--- config.mk ---
export PLATFORM = sky130hd
export DESIGN_NAME = bp_fe_ras
export DESIGN_NICKNAME = d
export VERILOG_FILES = /design/src/rtl/bp_fe_pkg.sv /design/src/rtl/bp_fe_ras_mem.sv /design/src/rtl/bp_fe_ras.sv
export SDC_FILE = /design/constraint.sdc
export NUM_CORES = 1
export LEC_CHECK = 0
export BUFFER_PORTS_ARGS = -buffer_cell sky130_fd_sc_hd__buf_2
export CAP_MARGIN = 30
export CORE_AREA = 2 2 258 158
export DETAILED_ROUTE_END_ITERATION = 10
export DIE_AREA = 0 0 260 160
export HOLD_SLACK_MARGIN = 0.08
export PLACE_DENSITY = 0.84
export SLEW_MARGIN = 20
export SYNTH_ARGS = -nofsm -noshare
export SYNTH_HDL_FRONTEND = slang
export SYNTH_SLANG_ARGS = --single-unit
--- constraint.sdc ---
create_clock -name clk_i -period 17.5 [get_ports clk_i]
set_clock_uncertainty 0.05 [all_clocks]
set_input_delay 0.875 -clock clk_i [delete_from_list [all_inputs] [get_ports clk_i]]
set_output_delay 0.875 -clock clk_i [all_outputs]
set_load 0.01 [all_outputs]
--- src/rtl/bp_fe_pkg.sv ---
// Front-end shared types: instruction-scan classes and return-address-stack
// checkpoint sizing helpers.
`ifndef BP_FE_PKG_MACROS
`define BP_FE_PKG_MACROS
`define BSG_SAFE_CLOG2(x) (((x) <= 1) ? 1 : $clog2((x)))
`define BP_FE_INSTR_SCAN_CLASS_WIDTH 3
`define BP_FE_RAS_CHECKPOINT_WIDTH(entries) (`BSG_SAFE_CLOG2((entries)+1) + `BSG_SAFE_CLOG2((entries)))
`endif

package bp_fe_pkg;

    localparam int bp_fe_instr_scan_class_width = 3;

    typedef enum logic [bp_fe_instr_scan_class_width-1:0] {
        e_rvi_branch = 3'd0,
        e_rvi_jalr   = 3'd1,
        e_rvi_jal    = 3'd2,
        e_rvi_call   = 3'd3,
        e_rvi_ret    = 3'd4,
        e_default    = 3'd5
    } bp_fe_instr_scan_class_e;

    function automatic int bsg_safe_clog2(input int x);
        return (x <= 1) ? 1 : $clog2(x);
    endfunction

    // A checkpoint is {count, tos}; count needs one more state than tos.
    function automatic int bp_fe_ras_checkpoint_width(input int entries);
        return bsg_safe_clog2(entries + 1) + bsg_safe_clog2(entries);
    endfunction

endpackage

--- src/rtl/bp_fe_ras_mem.sv ---
// Return-address storage: one synchronous write port, one asynchronous read
// port. Contents are intentionally not reset.
module bp_fe_ras_mem
    import bp_fe_pkg::*;
#(
    parameter int  els_p        = 8,
    parameter int  width_p      = 64,
    localparam int addr_width_lp = bsg_safe_clog2(els_p)
) (
    input  logic                     clk_i,
    input  logic                     w_v_i,
    input  logic [addr_width_lp-1:0] w_addr_i,
    input  logic [width_p-1:0]       w_data_i,
    input  logic [addr_width_lp-1:0] r_addr_i,
    output logic [width_p-1:0]       r_data_o
);

    logic [width_p-1:0] mem_q [els_p];

    // Write port
    always_ff @(posedge clk_i) begin
        if (w_v_i) begin
            mem_q[w_addr_i] <= w_data_i;
        end
    end

    assign r_data_o = mem_q[r_addr_i];

endmodule

--- src/rtl/bp_fe_ras.sv ---
// Front-end return address stack: pushes fall-through PCs on calls, predicts
// return targets from top of stack, and supports pointer checkpoint/restore.
module bp_fe_ras_chk #(
    parameter int ras_entries_p = 8,
    parameter int cnt_width_lp  = 4
) (
    input logic                    clk_i,
    input logic                    reset_i,
    input logic                    flush_i,
    input logic                    restore_v_i,
    input logic [cnt_width_lp-1:0] restore_count_i
);

    // A restored occupancy beyond the stack depth cannot come from a real checkpoint
    always @(posedge clk_i) begin
        if (!reset_i && !flush_i && restore_v_i) begin
            assert (restore_count_i <= cnt_width_lp'(ras_entries_p));
        end
    end

endmodule

module bp_fe_ras
    import bp_fe_pkg::*;
#(
    parameter int  eaddr_width_p = 64,
    parameter int  ras_entries_p = 8,
    localparam int ptr_width_lp  = bsg_safe_clog2(ras_entries_p),
    localparam int cnt_width_lp  = bsg_safe_clog2(ras_entries_p + 1)
) (
    input  logic                                clk_i,
    input  logic                                reset_i,
    input  logic                                scan_v_i,
    input  bp_fe_instr_scan_class_e             scan_class_i,
    input  logic                                is_compressed_i,
    input  logic [eaddr_width_p-1:0]            pc_i,
    output logic                                ret_v_o,
    output logic [eaddr_width_p-1:0]            ret_addr_o,
    output logic [cnt_width_lp+ptr_width_lp-1:0] checkpoint_o,
    input  logic                                restore_v_i,
    input  logic [cnt_width_lp+ptr_width_lp-1:0] restore_i,
    input  logic                                flush_i
);

    typedef struct packed {
        logic [cnt_width_lp-1:0] count;
        logic [ptr_width_lp-1:0] tos;
    } bp_fe_ras_checkpoint_s;

    localparam logic [cnt_width_lp-1:0] full_count_lp = cnt_width_lp'(ras_entries_p);

    logic [ptr_width_lp-1:0]  tos_q, tos_d, tos_inc_s, tos_dec_s;
    logic [cnt_width_lp-1:0]  count_q, count_d;
    logic                     non_empty_s, push_s, pop_s, mem_w_v_s;
    logic [eaddr_width_p-1:0] link_s, mem_r_data_s;
    bp_fe_ras_checkpoint_s    restore_s;

    assign restore_s   = bp_fe_ras_checkpoint_s'(restore_i);
    assign non_empty_s = (count_q != {cnt_width_lp{1'b0}});
    assign push_s      = scan_v_i & (scan_class_i == e_rvi_call);
    assign pop_s       = scan_v_i & (scan_class_i == e_rvi_ret) & non_empty_s;
    // Depth is a power of two, so pointer arithmetic wraps for free
    assign tos_inc_s   = tos_q + ptr_width_lp'(1);
    assign tos_dec_s   = tos_q - ptr_width_lp'(1);
    assign link_s      = pc_i + (is_compressed_i ? eaddr_width_p'(64'd2) : eaddr_width_p'(64'd4));

    // Next pointer state: flush beats restore beats the scan operation
    always_comb begin
        tos_d     = tos_q;
        count_d   = count_q;
        mem_w_v_s = 1'b0;
        if (flush_i) begin
            tos_d   = {ptr_width_lp{1'b0}};
            count_d = {cnt_width_lp{1'b0}};
        end else if (restore_v_i) begin
            tos_d   = restore_s.tos;
            count_d = restore_s.count;
        end else if (push_s) begin
            tos_d     = tos_inc_s;
            mem_w_v_s = 1'b1;
            // A full stack keeps its count; the oldest slot is overwritten
            count_d   = (count_q == full_count_lp) ? count_q : count_q + cnt_width_lp'(1);
        end else if (pop_s) begin
            tos_d   = tos_dec_s;
            count_d = count_q - cnt_width_lp'(1);
        end else begin
            tos_d   = tos_q;
            count_d = count_q;
        end
    end

    // Pointer and occupancy registers
    always_ff @(posedge clk_i) begin
        if (reset_i) begin
            tos_q   <= {ptr_width_lp{1'b0}};
            count_q <= {cnt_width_lp{1'b0}};
        end else begin
            tos_q   <= tos_d;
            count_q <= count_d;
        end
    end

    bp_fe_ras_mem #(
        .els_p   (ras_entries_p),
        .width_p (eaddr_width_p)
    ) mem (
        .clk_i    (clk_i),
        .w_v_i    (mem_w_v_s & ~reset_i),
        .w_addr_i (tos_inc_s),
        .w_data_i (link_s),
        .r_addr_i (tos_q),
        .r_data_o (mem_r_data_s)
    );

    bp_fe_ras_chk #(
        .ras_entries_p (ras_entries_p),
        .cnt_width_lp  (cnt_width_lp)
    ) chk (
        .clk_i           (clk_i),
        .reset_i         (reset_i),
        .flush_i         (flush_i),
        .restore_v_i     (restore_v_i),
        .restore_count_i (restore_s.count)
    );

    assign ret_v_o      = ~reset_i & pop_s;
    assign ret_addr_o   = (~reset_i & non_empty_s) ? mem_r_data_s : {eaddr_width_p{1'b0}};
    assign checkpoint_o = {count_q, tos_q};

endmodule

==> run_results.csv <==
group,metric,value,unit
grt,grt_pass1_wl,70320,µm
critical_path,worstSetupEndpointType,"primary output",
timing,period_share,0.2726,
layout,fillCellCount,2717,
floorplan,die_height,160,µm
pwr,irDropWorstVdd,0.00006675,V
drt,routed_via_density,5.998,
placement,dp_cells,1754,
grt,antenna_found_initial,6,
critical_path,start_kind,"register",
layout,mostFrequentLayoutCell,"edfxtp_1",
critical_path,arrival,3.85,ns
synthesis,synth_cells,1102,
timing,slew_violations,0,
critical_path,critPathMaxFanout,38,
layout,layout_common_cells,"edfxtp_1 (512), buf_2 (151), mux4_2 (128)",
pwr,power.total,2.479,mW
clocking,cts_buffer_depth,3,
clocking,clk-insertion-delay-late,0.55,ns
synthesis,yosysSeqAreaShare,0.7261,
timing,setup_tns,0,ns
timing,hold_ws,0.5142,ns
grt,grt_max_degree,57,
placement,hpwlAfterDp,26840,µm
hold_path,min_path_type,"reg2reg",
layout,nNetsFinal,1359,
synthesis,synthDistinctLibCells,53,
pwr,total_leakage_power,7.834,nW
clocking,hold_buffers,0,
timing,layout_setup_ws,12.73,ns
synthesis,synthFlopType,"edfxtp_1",
drt,vias,11054,
layout,multi_input_area,0.005650,mm²
layout,regArea,0.01559,mm²
clocking,numCtsBuffers,44,
grt,gr-total-overflow,0,
timing,min_period,4.770,ns
drt,drc,0,
synthesis,synth_area,0.02145,mm²
clocking,clk_pin_slew,0.07,ns
clocking,post_cts_buffers,0,
clocking,numClockSinks,522,
clocking,cts_root_buffer,"clkbuf_16",
clocking,cts_resized,0,
timing,tightest_slew,1.023,ns
critical_path,cp.required,16.58,ns
grt,first_global_vias,11441,
placement,gp_congestion,0.7828,
drt,firstDrtPassIters,5,
run_status,status,"completed",
floorplan,die_area,0.04160,mm²
placement,dp_slack,12.75,ns
timing,rsz0062_at_grt,"no",
timing,setup_viol,0,
drt,ant_nets,0,
drt,initialDrtViolationCount,1098,
synthesis,syn-num-nets,1190,
synthesis,syn_avg_cell_area,19.46,µm²
clocking,h-tree-depth,2,
drt,wirelength,46840,µm
timing,slew_headroom,0.3183,
drt,post_drt_wl_per_cell,25.42,µm
synthesis,yosys_warnings,0,
timing,hold_viol,0,
placement,portBuffers,151,
floorplan,row_count,57,
floorplan,start_util,0.5419,
job,cap_violations,0,
synthesis,async_reset_ff_frac,0,
pwr,power_density,101.7,mW/mm²
timing,fmax,209.6,MHz
layout,drive_above_1_share,0.3057,
critical_path,critical_path_class,"reg2out",
floorplan,chipWidth,260,µm
floorplan,core,0.03958,mm²
floorplan,ios,152,
layout,area_growth,13.64,%
clocking,cts_tree,"done",
synthesis,ys_ff_latch,522,
layout,fin_cells,1843,
synthesis,synth-edff-count,512,
grt,grtUsageTotal,0.2295,
-- area by class of cell --
class,count,area share
tap,531,0.02726
inverter,18,0.002772
timing repair buffer,171,0.04066
sequential,522,0.6394
multi-input combinational,514,0.2318
clock inverter,26,0.009753
clock buffer,54,0.04758
antenna,7,0.0007186
-- synth_stat cells, types with 13 or more instances --
cell,number,share of area
buf_2,14,0.0033
clkbuf_1,21,0.0037
edfxtp_1,512,0.72
inv_1,18,0.0031
mux2i_1,65,0.030
mux4_2,128,0.13
nand2_1,34,0.0059
nand3_1,23,0.0054
nand4_1,13,0.0038
nor2_1,87,0.015
nor3_1,16,0.0037
xnor2_1,37,0.015
xor2_1,31,0.013
-- sequential cells by signal, indices dropped and copies added, names as in the netlist, named ones only --
signal     cells
count_q        4
tos_q          3
mem.mem_q    512
-- final timing paths --
check,start,to,slack (ns),depth (start not counted)
worst max-delay path,register,ret_addr_o[23],12.73,8
worst min-delay path,count_q[2]$_SDFFE_PP0P_,count_q[2]$_SDFFE_PP0P_,0.51,2
worst max register to register,tos_q[0]$_SDFFE_PP0N_,mem.mem_q[1][30]$_DFFE_PP_,14.37,4
worst min register to register,count_q[2]$_SDFFE_PP0P_,count_q[2]$_SDFFE_PP0P_,0.51,2
-- per-layer routing --
metal / up-vias / part of all wire / global-route usage
met5: - / 0 / 0
met4: 0 / 0.021 / 0.06897
met3: 59 / 0.083 / 0.04603
met2: 535 / 0.48 / 0.3560
met1: 5680 / 0.42 / 0.3345
li1: 4780 / - / -
-- power breakdown --
part           total, mW  switching, mW  leakage (nW)  internal (mW)
Combinational      0.132         0.0772          2.47         0.0551
Sequential          1.38        0.00723          4.68           1.37
Clock              0.965          0.432         0.678          0.533
-- kinds of logic after synthesis --
| group | share of synthesized area |
|---|---|
| flip-flops | 0.7261 |
| multiplexers | 0.1647 |
| XOR/XNOR | 0.02777 |
| AO/OA/AOI/OAI | 0.006241 |
| buffers and inverters | 0.01289 |
| adder cells (fa/ha/maj) | 0.005367 |
| AND/OR/NAND/NOR | 0.05687 |
-- through the flow --
stage,cell area (µm²),util
final,24370,0.6158
after global routing,24370,0.6157
after CTS,24300,0.6140
after detailed placement,22900,0.5787
after global placement,22840,0.5770
after floorplan,21450,-
-- critical path: stages (launching register included) --
cell     delay (ns)
dfxtp_4        0.85
buf_4          0.40
buf_16         0.30
buf_4          0.34
buf_16         0.31
mux4_2         0.53
mux2i_1        0.16
nor2_1         0.12
buf_2          0.19
No activity file was read; power rests on OpenSTA's default activity.
